**src/rtl/mmu_pkg.sv**
```systemverilog
// Shared MMU types and sizing helpers, used by the array, the input skew feeder
// and the result de-skew collector.
package mmu_pkg;
  localparam int ACC_WIDTH = 16;
  localparam int SIZE      = 16;

  typedef logic [ACC_WIDTH-1:0] acc_t;
  typedef acc_t [SIZE-1:0]      acc_row_t;

  // Occupancy width: one bit more than the address so a full FIFO reads DEPTH.
  function automatic int cnt_w(input int depth);
    return $clog2(depth) + 1;
  endfunction
endpackage

```
**src/rtl/mmu_result_deskew_if.sv**
```systemverilog
// Downstream row handshake of the result collector: show-ahead row, valid/ready,
// and FIFO occupancy.
interface mmu_result_deskew_if #(
  parameter int W  = mmu_pkg::SIZE * mmu_pkg::ACC_WIDTH,
  parameter int CW = 4
);
  logic          out_valid;
  logic          out_ready;
  logic [W-1:0]  out_data;
  logic [CW-1:0] fifo_count;

  modport master (output out_valid, out_data, fifo_count, input out_ready);
  modport slave  (input out_valid, out_data, fifo_count, output out_ready);
endinterface

```
**src/rtl/mmu_result_fifo.sv**
```systemverilog
// Show-ahead FIFO of aligned rows. Pointers carry an extra wrap bit to tell full
// from empty; a push into a full FIFO is taken only when a pop frees the head slot.
module mmu_result_fifo #(
  parameter int W     = 256,
  parameter int DEPTH = 8
) (
  input  logic                     clk,
  input  logic                     reset,
  input  logic                     push,
  input  logic [W-1:0]             push_data,
  input  logic                     pop,
  output logic                     full,
  output logic                     empty,
  output logic [$clog2(DEPTH):0]   count,
  output logic [W-1:0]             head
);
  import mmu_pkg::*;

  localparam int AW = $clog2(DEPTH);

  logic [AW:0]  r_wptr, r_rptr;
  logic [W-1:0] r_mem [DEPTH];
  logic         w_pop, w_push;

  assign empty  = (r_wptr == r_rptr);
  assign full   = (r_wptr[AW] != r_rptr[AW]) && (r_wptr[AW-1:0] == r_rptr[AW-1:0]);
  assign w_pop  = pop && !empty;
  assign w_push = push && (!full || w_pop);
  assign count  = r_wptr - r_rptr;
  assign head   = r_mem[r_rptr[AW-1:0]];

  always_ff @(posedge clk or negedge reset) begin
    if (!reset) begin
      r_wptr <= '0;
      r_rptr <= '0;
      for (int i = 0; i < DEPTH; i++) r_mem[i] <= '0;
    end else begin
      // When full, the write slot equals the head slot being popped this edge.
      if (w_push) begin
        r_mem[r_wptr[AW-1:0]] <= push_data;
        r_wptr                <= r_wptr + 1'b1;
      end
      if (w_pop) r_rptr <= r_rptr + 1'b1;
    end
  end
endmodule

```
**src/rtl/mmu_result_deskew.sv**
```systemverilog
// Re-aligns the time-skewed column results of the MMU into whole rows and queues
// them for the writeback stage. The array cannot stall, so full drops a row.
module mmu_result_deskew #(
  parameter int ACC_WIDTH  = mmu_pkg::ACC_WIDTH,
  parameter int SIZE       = mmu_pkg::SIZE,
  parameter int PIPE_LAT   = 16,
  parameter int FIFO_DEPTH = 8
) (
  input  logic                      clk,
  input  logic                      reset,
  input  logic                      row_valid_in,
  input  logic [SIZE*ACC_WIDTH-1:0] acc_in,
  output logic                      overflow,
  input  logic                      clear_ovf,
  mmu_result_deskew_if.master       out_if
);
  import mmu_pkg::*;

  localparam int W    = SIZE * ACC_WIDTH;
  localparam int TAPS = PIPE_LAT + SIZE - 1;

  logic [TAPS:1] r_vld_pipe;
  logic [W-1:0]  w_row;
  logic          w_push, w_full, w_empty, w_drop;
  logic          r_ovf;

  // Tap k is high when a row entered column 0 k edges ago.
  always_ff @(posedge clk or negedge reset) begin
    if (!reset) r_vld_pipe <= '0;
    else begin
      r_vld_pipe[1] <= row_valid_in;
      for (int k = 2; k <= TAPS; k++) r_vld_pipe[k] <= r_vld_pipe[k-1];
    end
  end

  // Column j is delayed SIZE-1-j edges so every column of a row lines up with
  // the last column, which is taken straight from the array.
  for (genvar j = 0; j < SIZE; j++) begin : g_col
    if (j == SIZE-1) begin : g_live
      assign w_row[j*ACC_WIDTH +: ACC_WIDTH] = acc_in[j*ACC_WIDTH +: ACC_WIDTH];
    end else begin : g_dly
      localparam int N = SIZE - 1 - j;
      logic [ACC_WIDTH-1:0] r_dl [N];
      always_ff @(posedge clk or negedge reset) begin
        if (!reset) begin
          for (int s = 0; s < N; s++) r_dl[s] <= '0;
        end else begin
          r_dl[0] <= acc_in[j*ACC_WIDTH +: ACC_WIDTH];
          for (int s = 1; s < N; s++) r_dl[s] <= r_dl[s-1];
        end
      end
      assign w_row[j*ACC_WIDTH +: ACC_WIDTH] = r_dl[N-1];
    end
  end

  assign w_push = r_vld_pipe[TAPS];
  assign w_drop = w_push && w_full && !(out_if.out_ready && !w_empty);

  mmu_result_fifo #(.W(W), .DEPTH(FIFO_DEPTH)) u_fifo (
    .clk       (clk),
    .reset     (reset),
    .push      (w_push),
    .push_data (w_row),
    .pop       (out_if.out_ready),
    .full      (w_full),
    .empty     (w_empty),
    .count     (out_if.fifo_count),
    .head      (out_if.out_data)
  );

  assign out_if.out_valid = !w_empty;

  // A drop in the same cycle as clear_ovf keeps the flag set.
  always_ff @(posedge clk or negedge reset) begin
    if (!reset)         r_ovf <= 1'b0;
    else if (w_drop)    r_ovf <= 1'b1;
    else if (clear_ovf) r_ovf <= 1'b0;
  end

  assign overflow = r_ovf;
endmodule

```
**src/flat_wrapper.sv**
```systemverilog
// flat-port wrapper written by rule: the top's interface ports become plain ports
module mmu_result_deskew_flat import mmu_pkg::*;
#(
  parameter int ACC_WIDTH  = mmu_pkg::ACC_WIDTH,
  parameter int SIZE       = mmu_pkg::SIZE,
  parameter int PIPE_LAT   = 16,
  parameter int FIFO_DEPTH = 8
)
  (clk, reset, row_valid_in, acc_in, overflow, clear_ovf, out_if_out_valid, out_if_out_data, out_if_fifo_count, out_if_out_ready);
  mmu_result_deskew_if out_if_i ();
  input  logic clk;
  input  logic reset;
  input  logic row_valid_in;
  input  logic [SIZE*ACC_WIDTH-1:0] acc_in;
  output logic overflow;
  input  logic clear_ovf;
  output wire logic [$bits(out_if_i.out_valid)-1:0] out_if_out_valid;
  output wire logic [$bits(out_if_i.out_data)-1:0] out_if_out_data;
  output wire logic [$bits(out_if_i.fifo_count)-1:0] out_if_fifo_count;
  input wire logic [$bits(out_if_i.out_ready)-1:0] out_if_out_ready;
  assign out_if_out_valid = out_if_i.out_valid;
  assign out_if_out_data = out_if_i.out_data;
  assign out_if_fifo_count = out_if_i.fifo_count;
  assign out_if_i.out_ready = out_if_out_ready;
  mmu_result_deskew #(.ACC_WIDTH(ACC_WIDTH), .SIZE(SIZE), .PIPE_LAT(PIPE_LAT), .FIFO_DEPTH(FIFO_DEPTH)) u_core (.clk(clk), .reset(reset), .row_valid_in(row_valid_in), .acc_in(acc_in), .overflow(overflow), .clear_ovf(clear_ovf), .out_if(out_if_i));
endmodule
```
**config.mk**
```make
export PLATFORM = sky130hd
export DESIGN_NAME = mmu_result_deskew_flat
export DESIGN_NICKNAME = d
export VERILOG_FILES = /design/src/rtl/mmu_pkg.sv /design/src/rtl/mmu_result_deskew_if.sv /design/src/rtl/mmu_result_fifo.sv /design/src/rtl/mmu_result_deskew.sv /design/src/flat_wrapper.sv
export SDC_FILE = /design/constraint.sdc
export NUM_CORES = 2
export LEC_CHECK = 0
export BUFFER_PORTS_ARGS = -buffer_cell sky130_fd_sc_hd__buf_2
export CAP_MARGIN = 20
export CORE_UTILIZATION = 60
export DETAILED_ROUTE_END_ITERATION = 7
export PLACE_DENSITY_LB_ADDON = 0.2
export SLEW_MARGIN = 30
export SYNTH_ARGS = -nofsm -noshare
export SYNTH_HDL_FRONTEND = slang
export SYNTH_SLANG_ARGS = --single-unit
```
**constraint.sdc**
```tcl
create_clock -name clk -period 8.43 [get_ports clk]
set_input_delay 0.843 -clock clk [delete_from_list [all_inputs] [get_ports clk]]
set_output_delay 0.843 -clock clk [all_outputs]
set_load 0.02 [all_outputs]
```
# Word level (Yosys, flattened, before mapping)
# Index checks and enable logic that the tools add are counted.
# Widths: inputs -> output; s select.
[op_classes]
n_mul = 0
muxes = 8
magnitude_cmp = 3
shifts = 0
add_sub_neg = 3
bitwise_logic = 2
reduce_logical = 11
eq_ne = 3
n_div = 0
[op_table]
columns = ["cell", "n"]
rows = [
  ["$bwmux 2048", 1],
  ["$bmux 256 s3", 1],
  ["$demux 256 s3", 1],
  ["$mux 256", 3],
  ["$add 4x1->4 const B", 2],
  ["$ge 4x4->1 const B", 2],
  ["$not 3->4", 2],
  ["$logic_and 1x1->1", 6],
  ["$eq 4x4->1", 1],
  ["$lt 4x1->1 const B", 1],
  ["$sub 4x4->4", 1],
  ["$eq 3x3->1", 1],
  ["$logic_not 1->1", 3],
  ["$mux 1", 2],
  ["$reduce_bool 2->1", 1],
  ["$logic_or 1x1->1", 1],
  ["$ne 1x1->1", 1],
]
[word_totals]
in_bits = 261
out_inout_bits = 262
ramBits = 0
latch_bits = 0
memories = 0
romBits = 0
register_bits = 4008

# Logic depth before layout (Yosys ltp)
[logic_depth]
ltp_word = 6
ltp_mapped = 11
mapped_depth_nobuf = 6

# Hierarchy
# A second synthesis with hierarchy kept.
[hier_totals]
hier_cells = 7793
area_unflattened_um2 = 140710.0
[by_module_without_submodules]
columns = ["mod", "cells_each", "seq_area_each_um2", "instances", "area_per_inst_um2"]
rows = [
  ["mmu_result_fifo", 5836, 51449.3, 1, 91833.1],
  ["mmu_result_deskew", 1957, 48846.8, 1, 48876.9],
]

# Worst setup path after synthesis
# Ideal clock, no wire load.
[synth_timing]
kind = "reg-to-reg"
start = "register u_core.u_fifo.r_rptr[1]"
end = "register u_core.u_fifo.r_mem[1807] (netlist bit)"
t_arrival_ps = 2723
path_buffers = 5
required_time_ps = 8305
setup_slack_ps = 5582
path_stages_with_launch = 12
setup_ps = 125
path_cell_list = "dfrtp_1 clkbuf_1 buf_1 inv_1 ha_1 nand3_1 or3_1 clkbuf_1 nand3b_2 buf_4 buf_6 mux2_2"
[synth_via]
elab_chain_cells = 5
elab_cells_between_ends = 8
[synth_rtl]
columns = ["item", "line_no", "rtl"]
rows = [
  ["from (decl)", "mmu_result_fifo.sv:21", "logic [AW:0] r_wptr, r_rptr;"],
  ["from (signal assigned)", "mmu_result_fifo.sv:43", "if (w_pop) r_rptr <= r_rptr + 1'b1;"],
  ["$eq 4x4->1 / $eq 3x3->1 (equally long branches)", "mmu_result_fifo.sv:25, mmu_result_fifo.sv:26", ""],
  ["$logic_not 1->1 / $logic_and 1x1->1 (equally long branches)", "mmu_result_fifo.sv:27, mmu_result_fifo.sv:26", ""],
  ["$logic_and 1x1->1 / $logic_not 1->1 (equally long branches)", "mmu_result_fifo.sv:27, mmu_result_fifo.sv:28", ""],
  ["$logic_or 1x1->1 *", "mmu_result_fifo.sv:28", "assign w_push = push && (!full || w_pop);"],
  ["$logic_and 1x1->1 *", "mmu_result_fifo.sv:28", ""],
  ["to (signal, indexed assignment)", "mmu_result_fifo.sv:40", "r_mem[r_wptr[AW-1:0]] <= push_data;"],
  ["to (decl)", "mmu_result_fifo.sv:22", "logic [W-1:0] r_mem [DEPTH];"],
]
# Mark *: on every way between the ends. The rest lies on a longest branch, timed or not.
# A chain may end at the register's enable or synchronous reset.

# Final worst setup path
[layout_timing]
start = "register u_core.u_fifo.r_rptr[2]"
end = "output out_if_out_data[63]"
[layout_via]
elab_chain_cells = 4
[layout_rtl]
columns = ["item", "line_no", "rtl"]
rows = [
  ["$not 3->4 (implied by the code)", "mmu_result_fifo.sv:30", "assign head = r_mem[r_rptr[AW-1:0]];"],
  ["$bmux 256 s3", "mmu_result_fifo.sv:30", ""],
  ["$mux 256 (implied by the code) (2 in series)", "mmu_result_fifo.sv:30", ""],
  ["to (decl)", "flat_wrapper.sv:18", "output wire logic [$bits(out_if_i.out_data)-1:0] out_if_out_data;"],
]
# Every way passes these cells. The select of a mux whose other input is x is not followed.

==> flow_metrics.tcl <==
set metrics [dict create \
    met2WireLength_um 146000 \
    regArea_sq_mm 0.100 \
    die_h_um 486 \
    area_growth_pct 15.0 \
    cp_max_fo 59 \
    synthTopCellsByArea "dfrtp_1, mux2_2, mux4_2" \
    top_layer "met5" \
    hp-start "acc_in[8]" \
    synth_top_area_frac 0.713 \
    avgRoutedWirePerCell_um 24.2 \
    ir_drop_mv 0.300 \
    wl_met1_um 125000 \
    synth_edf_count 0 \
    place_hpwl_um 151000 \
    fmax_ghz 0.186 \
    fin_nets 8901 \
    rsz0062_at_grt "false" \
    synth-main-ff-cell "dfrtp_1" \
    relSlewSlack 0.135 \
    syn_nets 8054 \
    track_usage 0.255 \
    syn_area_sq_mm 0.141 \
    globalRouteOverflowTotal 0 \
    grt_pass1_wl_um 460000 \
    timing.rr.start "u_core.u_fifo.r_rptr[2]" \
    die_area_sq_mm 0.236 \
    grt_pass1_vias 76400 \
    final_layout_size_suffix_gt1_frac 0.410 \
    async_flop_share 1.00 \
    std_cell_rows 177 \
    tns_ns 0 \
    crit_start "u_core.u_fifo.r_rptr[2]" \
    synth_most_common_cell "dfrtp_1" \
    yosysWarnings 0 \
    finalNonFillerCells 12100 \
    drc 0 \
    via_per_inst 5.69 \
    pwr_density_cell_mw_per_mm2 396 \
    cts_hold_buffers 216 \
    grt_max_degree 200 \
    fin_crit_sh 0.637 \
    worst_slew_pin_slew_ns 1.30 \
    antenna_found_initial 14 \
    start_util 0.604 \
    cts_resized 0 \
    route.met3.wl_um 12600 \
    cts_max_level 5 \
    nFillCells 14400 \
    arrival_ns 4.52 \
    io_buffers 522 \
    synthesis.instances 7787 \
    status "complete, no violations" \
    core_area_sq_mm 0.233 \
    ant_nets 0 \
    setup_viol 0 \
    hp-class "input port to flip-flop" \
    synth_top_cell_by_area "dfrtp_1" \
    worst_skew_pair.late_latency_ns 0.96 \
    path_class "flip-flop to output pin" \
    cp.required_ns 7.59 \
    dpl.cell_count 11100 \
    vias 68700 \
    leakage_nw 74.0 \
    clock_skew_ns 0.100 \
    ys_seq_area_frac 0.713 \
    cts_made_buffers 399 \
    drv_slew 0 \
    drt_iter0_drc 4624 \
    io_pins 523 \
    clk_path_buf_depth 4 \
    die_w_um 486 \
    period_minus_slack_ns 5.37 \
    hold_violations 0 \
    path_clk_slew_ns 0.06 \
    multi_input_area_sq_mm 0.0379 \
    root_buffer "clkbuf_16" \
    postCtsSetupBuffers 0 \
    synth_commonest_cells "dfrtp_1, mux2_2, nand2_1" \
    synth_cell_types 30 \
    maxCapViolations 0 \
    crit_path_end_kind "output pin" \
    clock_sinks 4008 \
    worstSetupStartpointType "flip-flop" \
    cts_tree "built" \
    yosys_register_bits 4008 \
    syn_area_per_cell_sq_um 18.1 \
    finalWirelength_um 292000 \
    firstDrtPassIters 4 \
    gp_congestion 0.753 \
]
[per-layer routing]
metal | GRT usage | up-vias
met2 | 0.419 | 1428
met3 | 0.0417 | 503
met4 | 0.0744 | 6
met1 | 0.357 | 37700
li1 | - | 29000
met5 | 0 | -
[flip-flops by register name (all words and copies together) (netlist names)]
signal	flops
u_core.r_vld_pipe	31
u_core.u_fifo.r_rptr	4
u_core.g_col.g_dly.r_dl	1920
u_core.u_fifo.r_wptr	4
u_core.u_fifo.r_mem	2048
u_core.overflow	1
[where the power goes]
| group | switching [mW] | leakage [nW] | total, mW | internal, mW |
|---|---|---|---|---|
| clock network | 7.18 | 6.46 | 17.5 | 10.3 |
| logic | 9.84 | 19.1 | 19.5 | 9.63 |
| registers | 2.74 | 48.4 | 27.1 | 24.3 |
| total | 19.8 | 74.0 | 64.0 | 44.2 |
[critical path: stages (launching register included)]
cell     delay (ns)
dfrtp_4        0.77
inv_8          0.52
buf_4          0.75
buf_4          0.74
nand2_1        0.19
nand2_1        0.13
buf_2          0.24
[layout by cell type (no fill, tap or decap), types with 5 or more instances in the layout]
cell type         n
dfrtp_1        4005
mux2_2         1883
nand2_1         772
buf_2           521
mux4_2          512
clkbuf_16       404
dlygate4sd3_1   216
mux2_1          167
clkbuf_8         98
clkbuf_1         73
clkinv_2         69
buf_12           46
buf_4            46
bufinv_16        21
clkinvlp_4       13
buf_16           12
diode_2          11
xnor2_1           8
inv_1             7
nand3_1           6
inv_6             6
ha_1              5
[area by class of cell]
class,instances,share of cell area
flip-flops and latches,4008,0.621
multi-input cells,3372,0.234
clock buffers,575,0.0726
repair buffers,845,0.0397
well taps,3132,0.0242
clock inverters,121,0.00822
inverters,8,0.000232
diodes,11,0.000170
[final timing paths]
kind / end / slack [ns] / depth (start not counted)
min in group asynchronous: u_core.u_fifo.r_mem[1058] / 0.45 / 2
max: out_if_out_data[63] / 3.06 / 6
min: u_core.g_col[0].g_dly.r_dl[232] / 0.07 / 1
min reg2reg: u_core.g_col[0].g_dly.r_dl[77] / 0.26 / 0
max reg2reg: u_core.u_fifo.r_mem[664] / 3.82 / 7
max in group asynchronous: u_core.u_fifo.r_mem[671] / 5.44 / 6
[per-stage QoR]
step | cell area, sq um | util | power (mW) | setup slack [ns] | hold WS [ns]
3_3_place_gp | 146000 | 0.627 | 45.8 | 3.94 | 0.331
4_1_cts | 161000 | 0.693 | 64.5 | 2.86 | 0.00347
3_5_place_dp | 146000 | 0.628 | 46.7 | 3.93 | 0.335
6_report | 162000 | 0.694 | 64.0 | 3.06 | 0.0728
2_1_floorplan | 141000 | - | 40.3 | 5.58 | 0.331
5_1_grt | 162000 | 0.694 | 67.0 | 2.88 | 0.00772
[cell families (layout without fill, tap and decap cells)]
family          count (synthesis)  count (layout)  synth area share
fa+ha+maj                       6               6          0.000587
xor+xnor                        9               9          0.000614
compound gates                  3               3          0.000125
flops                        4008            4008             0.713
other cells                     0              11                 0
buf+inv                       407            1549            0.0177
mux                          2562            2562             0.246
simple gates                  792             792            0.0216
No activity file was read; power rests on OpenSTA's default activity.
